==> src/rtl/spi_write_controller.sv <==
// spi_write_controller
//   SPI mode 0 write-only controller. Each accepted command is serialised as a
//   16-bit frame {1'b1, addr[6:0], data[7:0]}, MSB first, followed by an
//   nCS-high gap before the next command is accepted.
//
// Parameters
//   CLK_DIV  SCLK half-period in clk cycles (1..255)
//   CS_GAP   nCS-high cycles after a frame before done/ready (1..255)
//
// Ports
//   clk, rst_n             clock, asynchronous active-low reset
//   cmd_valid/cmd_ready    command handshake
//   cmd_addr, cmd_data     register address and write data
//   busy                   frame or gap in progress
//   done                   one-cycle pulse on the last gap cycle
//   SCLK, nCS, COPI        SPI bus (all driven straight from flops)
module spi_write_controller #(
  parameter int CLK_DIV = 4,
  parameter int CS_GAP  = 4
) (
  input  logic       clk,
  input  logic       rst_n,
  input  logic       cmd_valid,
  output logic       cmd_ready,
  input  logic [6:0] cmd_addr,
  input  logic [7:0] cmd_data,
  output logic       busy,
  output logic       done,
  output logic       SCLK,
  output logic       nCS,
  output logic       COPI
);

  typedef enum logic [2:0] {IDLE, SETUP, HIGH, LOW, HOLD, GAP} state_t;

  localparam logic [7:0] DIV_LAST = 8'(CLK_DIV - 1);
  localparam logic [7:0] GAP_LAST = 8'(CS_GAP - 1);
  // Gap cycle after which the last gap cycle begins; wraps to 8'hFF (never
  // reached) when CS_GAP is 1, where done is raised on the HOLD->GAP edge.
  localparam logic [7:0] GAP_PRE  = 8'(CS_GAP - 2);

  state_t      state;
  logic [7:0]  cnt;
  logic [4:0]  bit_cnt;
  logic [15:0] shreg;

  // COPI is the MSB of the shift register, which is itself a flop; clearing
  // the register on entry to GAP returns COPI to 0 without a separate path.
  assign COPI = shreg[15];

  always_ff @(posedge clk or negedge rst_n) begin
    if (!rst_n) begin
      state     <= IDLE;
      cnt       <= 8'd0;
      bit_cnt   <= 5'd0;
      shreg     <= 16'd0;
      cmd_ready <= 1'b0;
      busy      <= 1'b0;
      done      <= 1'b0;
      SCLK      <= 1'b0;
      nCS       <= 1'b1;
    end else begin
      case (state)
        IDLE: begin
          done <= 1'b0;
          if (!cmd_ready) begin
            // First edge after reset release: open for commands.
            cmd_ready <= 1'b1;
          end else if (cmd_valid) begin
            shreg     <= {1'b1, cmd_addr, cmd_data};
            cmd_ready <= 1'b0;
            busy      <= 1'b1;
            nCS       <= 1'b0;
            cnt       <= 8'd0;
            bit_cnt   <= 5'd0;
            state     <= SETUP;
          end
        end

        SETUP, LOW: begin
          if (cnt == DIV_LAST) begin
            cnt   <= 8'd0;
            SCLK  <= 1'b1;
            state <= HIGH;
          end else begin
            cnt <= cnt + 8'd1;
          end
        end

        HIGH: begin
          if (cnt == DIV_LAST) begin
            cnt     <= 8'd0;
            SCLK    <= 1'b0;
            bit_cnt <= bit_cnt + 5'd1;
            if (bit_cnt == 5'd15) begin
              state <= HOLD;
            end else begin
              // Next bit appears on the falling edge, a full half-period
              // ahead of the next rising edge.
              shreg <= {shreg[14:0], 1'b0};
              state <= LOW;
            end
          end else begin
            cnt <= cnt + 8'd1;
          end
        end

        HOLD: begin
          if (cnt == DIV_LAST) begin
            cnt   <= 8'd0;
            nCS   <= 1'b1;
            shreg <= 16'd0;
            done  <= (CS_GAP == 1);
            state <= GAP;
          end else begin
            cnt <= cnt + 8'd1;
          end
        end

        GAP: begin
          if (cnt == GAP_LAST) begin
            cnt       <= 8'd0;
            bit_cnt   <= 5'd0;
            done      <= 1'b0;
            busy      <= 1'b0;
            cmd_ready <= 1'b1;
            state     <= IDLE;
          end else begin
            done <= (cnt == GAP_PRE);
            cnt  <= cnt + 8'd1;
          end
        end

        default: begin
          state <= IDLE;
        end
      endcase
    end
  end

endmodule
==> config.mk <==
export PLATFORM = sky130hd
export DESIGN_NAME = spi_write_controller
export DESIGN_NICKNAME = d
export VERILOG_FILES = /design/src/rtl/spi_write_controller.sv
export SDC_FILE = /design/constraint.sdc
export NUM_CORES = 1
export LEC_CHECK = 0
export CELL_PAD_IN_SITES_DETAIL_PLACEMENT = 0
export CELL_PAD_IN_SITES_GLOBAL_PLACEMENT = 1
export CORE_UTILIZATION = 30
export CTS_CLUSTER_SIZE = 24
export DETAILED_ROUTE_END_ITERATION = 6
export HOLD_SLACK_MARGIN = 0.08
export PLACE_DENSITY_LB_ADDON = 0.1
export SETUP_SLACK_MARGIN = 0.05
export SLEW_MARGIN = 20
export SYNTH_ARGS = -nofsm -noshare
export SYNTH_HDL_FRONTEND = slang
export SYNTH_SLANG_ARGS = --single-unit
==> constraint.sdc <==
create_clock -name clk -period 2.45 [get_ports clk]
set_clock_uncertainty 0.15 [all_clocks]
set_input_delay 0.49 -clock clk [delete_from_list [all_inputs] [get_ports clk]]
set_output_delay 0.49 -clock clk [all_outputs]
set_load 0.02 [all_outputs]
==> reports/metrics.yaml, run 1 <==
run_status:
  status: "complete, no violations"
timing:
  maxSlewHeadroom_pct: 65.9
  period_minus_slack_ns: 2.26
  fmax_ghz: 0.443
  hold_viol_final: 0
  period_share_pct: 92.1
  tightest_slew_ns: 0.511
  hold_ws_ns: 0.351
  rsz0062_at_grt: "no"
  tns_ns: 0
  slew_violations: 0
  setup_violations: 0
drt:
  vias: 1652
  avgViaCountPerCell: 5.07
  wl_um: 4840
  ant_nets: 0
  drc_errors: 0
  drt_pre_antenna_iters: 4
  wl_per_cell_um: 14.9
  initialDrtViolationCount: 38
grt:
  grt_pass1_vias: 1705
  grt_max_degree: 38
  grt_overflow: 0
  grt_usage_pct: 14.4
  antenna_found_initial: 0
  grt_pass1_wl_um: 8220
cells_and_area:
  final_nets: 251
  seqCellArea_sq_um: 927
  diodes: 0
  fill_cells: 688
  final_area_sq_um: 2660
  layout-drive-gt1-share_pct: 27.0
  synthToLayoutAreaGrowth_pct: 25.5
  multi_input_area_sq_um: 1060
critical_path:
  critPathBufInv: 1
  path_cells: "ha_2 -> and3_1 -> ha_2 -> o21a_1 -> a211oi_2 -> o21a_2 -> clkbuf_16 -> mux2_4"
  crit_path_max_fanout: 8
  arrival_ns: 2.29
  crit_top_cell: "ha_2"
  crit_path_end_kind: "flip-flop"
  start_kind: "flip-flop"
  r2r_cells: 8
  reg2reg_slack_ns: 0.19
  crit_type: "flip-flop to flip-flop"
  cp.required_ns: 2.48
  reg2reg_to: "shreg[6]$_DFFE_PN0P_"
  worstReg2RegStart: "bit_cnt[1]$_DFFE_PN0P_"
  cpLargestDelayFamily: "compound AO/OA/AOI/OAI gates"
  timing.critical_path.slowest_stage_cell: "dfrtp_1"
  critical_path.max_stage_delay_ns: 0.40
place:
  dp_hpwl_um: 3370
  gp_congestion: 0.721
  dpl-instance-area_sq_um: 2480
  port-buffer-count: 23
hold_path:
  min_from: "bit_cnt[4]$_DFFE_PN0P_"
  min_path_cells: 1
  hp-class: "flip-flop to flip-flop"
  min_to: "bit_cnt[4]$_DFFE_PN0P_"
synth:
  synth_ff_type: "dfrtp_1"
  ys_seq_area_share_pct: 43.8
  synth-seq-cells: 37
  avgSynthCellArea_sq_um: 10.9
  synth_top_family_by_area: "compound AO/OA/AOI/OAI gates"
  synth_area_sq_um: 2120
  synth_compound_area_share_pct: 20.6
  async_flop_share_pct: 100
  netlist.area_leader.share_pct: 42.6
  syn_nets: 216
  synth.mux.area_fraction_pct: 9.64
  ys_types: 47
  synthTopCellsByArea: "dfrtp_1 (43%), a22o_1 (5.8%), mux2_4 (5.0%)"
  synth_edf_count: 0
  synth_fa_ha_area_share_pct: 2.37
  synth_simple_gate_area_share_pct: 16.3
  postSynthCellCount: 194
  synth_xor_area_share_pct: 0.828
  yosys.area.top_type: "dfrtp_1"
  yosysWarnings: 0
floorplan:
  io_pins: 24
  die_h_um: 86.0
  start_util_pct: 31.1
  dieArea_sq_um: 7390
  fp.dieW_um: 86.0
  row_count: 30
  core_area_sq_um: 6790
clock_tree:
  cts_sinks: 37
  cts_tree: "yes"
  cts_max_level: 2
  cts_buffers: 5
  clk_pin_slew_worst_paths_ns: 0.08
  cts_buffer_depth: 2
  holdBufCountCts: 0
  clk_latency_ns: 0.29
  clock-root-buffer: "clkbuf_8"
pwr:
  power_density_nw_per_um2: 1220
  vdd_ir_drop_max_mv: 0.393
  leakage_nw: 1.13
run:
  cap_violations: 0
## cell usage in the layout, fill, tap and decap left out, drive strengths merged, types with 5 or more instances in the layout
cell	Yosys	routed
a22o	18	18
and3	7	7
a31oi	11	11
nand2	8	8
clkdlybuf4s50	0	23
nor2	5	5
mux2	14	14
dfrtp	36	36
a21oi	7	7
clkbuf	5	7
inv	8	8
nand3	14	14
nand2b	5	5
buf	7	17
o21ai	8	8
## layer usage
layer  share of wire [%]  routed length [um]  up-vias  GRT usage [%]
met5                   0                   0        -              0
met4                 1.1                  55        0           3.64
met3                 2.6                 125        5           3.56
met2                  47                2270       19           23.4
met1                  49                2390      834           19.1
li1                    -                   -      794              -
## how the worst max path moves through the flow
stage / from / endpoint / slack (ns) / depth (start not counted)
after floorplan: bit_cnt[0]$_DFFE_PN0P_ / shreg[2]$_DFFE_PN0P_ / 0.09 / 9
after global placement: bit_cnt[0]$_DFFE_PN0P_ / shreg[1]$_DFFE_PN0P_ / 0.1 / 8
after detailed placement: bit_cnt[1]$_DFFE_PN0P_ / shreg[1]$_DFFE_PN0P_ / 0.03 / 8
after CTS: bit_cnt[1]$_DFFE_PN0P_ / shreg[1]$_DFFE_PN0P_ / 0.08 / 8
after global routing: bit_cnt[0]$_DFFE_PN0P_ / shreg[8]$_DFFE_PN0P_ / 0.06 / 8
final: bit_cnt[1]$_DFFE_PN0P_ / shreg[6]$_DFFE_PN0P_ / 0.19 / 8
## timing repair
item	CTS	global route
gates cloned	0	1
endpoints found under the setup margin	8	14
pin swaps	0	1
resized for setup	1	3
buffers inserted	0	2
## cell type report
type                            instances  share of cell area, %
Timing Repair Buffer                   41                   14.9
Multi-Input combinational cell        136                   40.0
Sequential cell                        37                   34.9
Clock buffer                            6                   3.11
Inverter                                8                   1.13
Tap cell                               96                   4.52
Clock inverter                          2                   1.41
## cell usage after synthesis (2+ instances only)
master     n
a211oi_1   2
a21oi_1    7
a22o_1    14
a22o_2     4
a31oi_1   11
and3_1     6
buf_4      2
buf_6      4
clkbuf_1   5
dfrtp_1   36
ha_1       4
inv_1      8
mux2_2     7
mux2_4     7
mux2i_1    2
nand2_1    8
nand2b_1   3
nand2b_4   2
nand3_1   14
nor2_1     5
nor3b_2    2
o21a_1     4
o21ai_0    8
o22ai_1    2
or3b_2     4
xnor2_1    2
## worst register-to-register path, cell delays in order (launching register included)
cell,delay (ns)
dfrtp_1,0.40
ha_2,0.18
and3_1,0.18
ha_2,0.17
o21a_1,0.17
a211oi_2,0.18
o21a_2,0.24
clkbuf_16,0.18
mux2_4,0.30
## report_power, final
group / internal, mW / switching [mW]
logic: 0.884 / 0.699
clock network: 0.331 / 0.238
registers: 0.855 / 0.240
## logic make-up (layout without fill, tap and decap cells)
family                   after synthesis  after routing
adder cells (fa/ha/maj)                4              4
flip-flops                            37             37
AO/OA/AOI/OAI                         60             60
buffers and inverters                 21             57
XOR/XNOR                               2              2
AND/OR/NAND/NOR                       54             54
multiplexers                          16             16
## state kept, by name, summed over array words and instances, names as in the netlist
name / flops
bit_cnt: 5
shreg: 16
cnt: 8
done: 1
SCLK: 1
busy: 1
nCS: 1
state: 3
cmd_ready: 1
## metrics by stage
| stage | total power [mW] | instances | utilization (%) | setup slack [ns] |
|---|---|---|---|---|
| global route | 3.49 | 326 | 39.1 | 0.0635 |
| CTS | 3.20 | 323 | 38.4 | 0.0808 |
| finish | 3.25 | 326 | 39.1 | 0.193 |
| detailed placement | 2.61 | 315 | 36.6 | 0.0276 |
| global placement | 2.57 | 315 | 36.6 | 0.0958 |
| floorplan | 2.22 | 194 | - | 0.0868 |
(Power assumes the default switching activity.)
==> run 2: changes to the inputs <==
--- a/config.mk
+++ b/config.mk
@@ -8,12 +8,12 @@
 export CELL_PAD_IN_SITES_DETAIL_PLACEMENT = 0
 export CELL_PAD_IN_SITES_GLOBAL_PLACEMENT = 1
 export CORE_UTILIZATION = 30
+export CTS_BUF_LIST = sky130_fd_sc_hd__clkbuf_8
 export CTS_CLUSTER_SIZE = 24
 export DETAILED_ROUTE_END_ITERATION = 6
 export HOLD_SLACK_MARGIN = 0.08
 export PLACE_DENSITY_LB_ADDON = 0.1
 export SETUP_SLACK_MARGIN = 0.05
-export SLEW_MARGIN = 20
 export SYNTH_ARGS = -nofsm -noshare
 export SYNTH_HDL_FRONTEND = slang
 export SYNTH_SLANG_ARGS = --single-unit
==> results of run 2 <==
The final DEF is identical to that of run 1; final timing and power are the same.
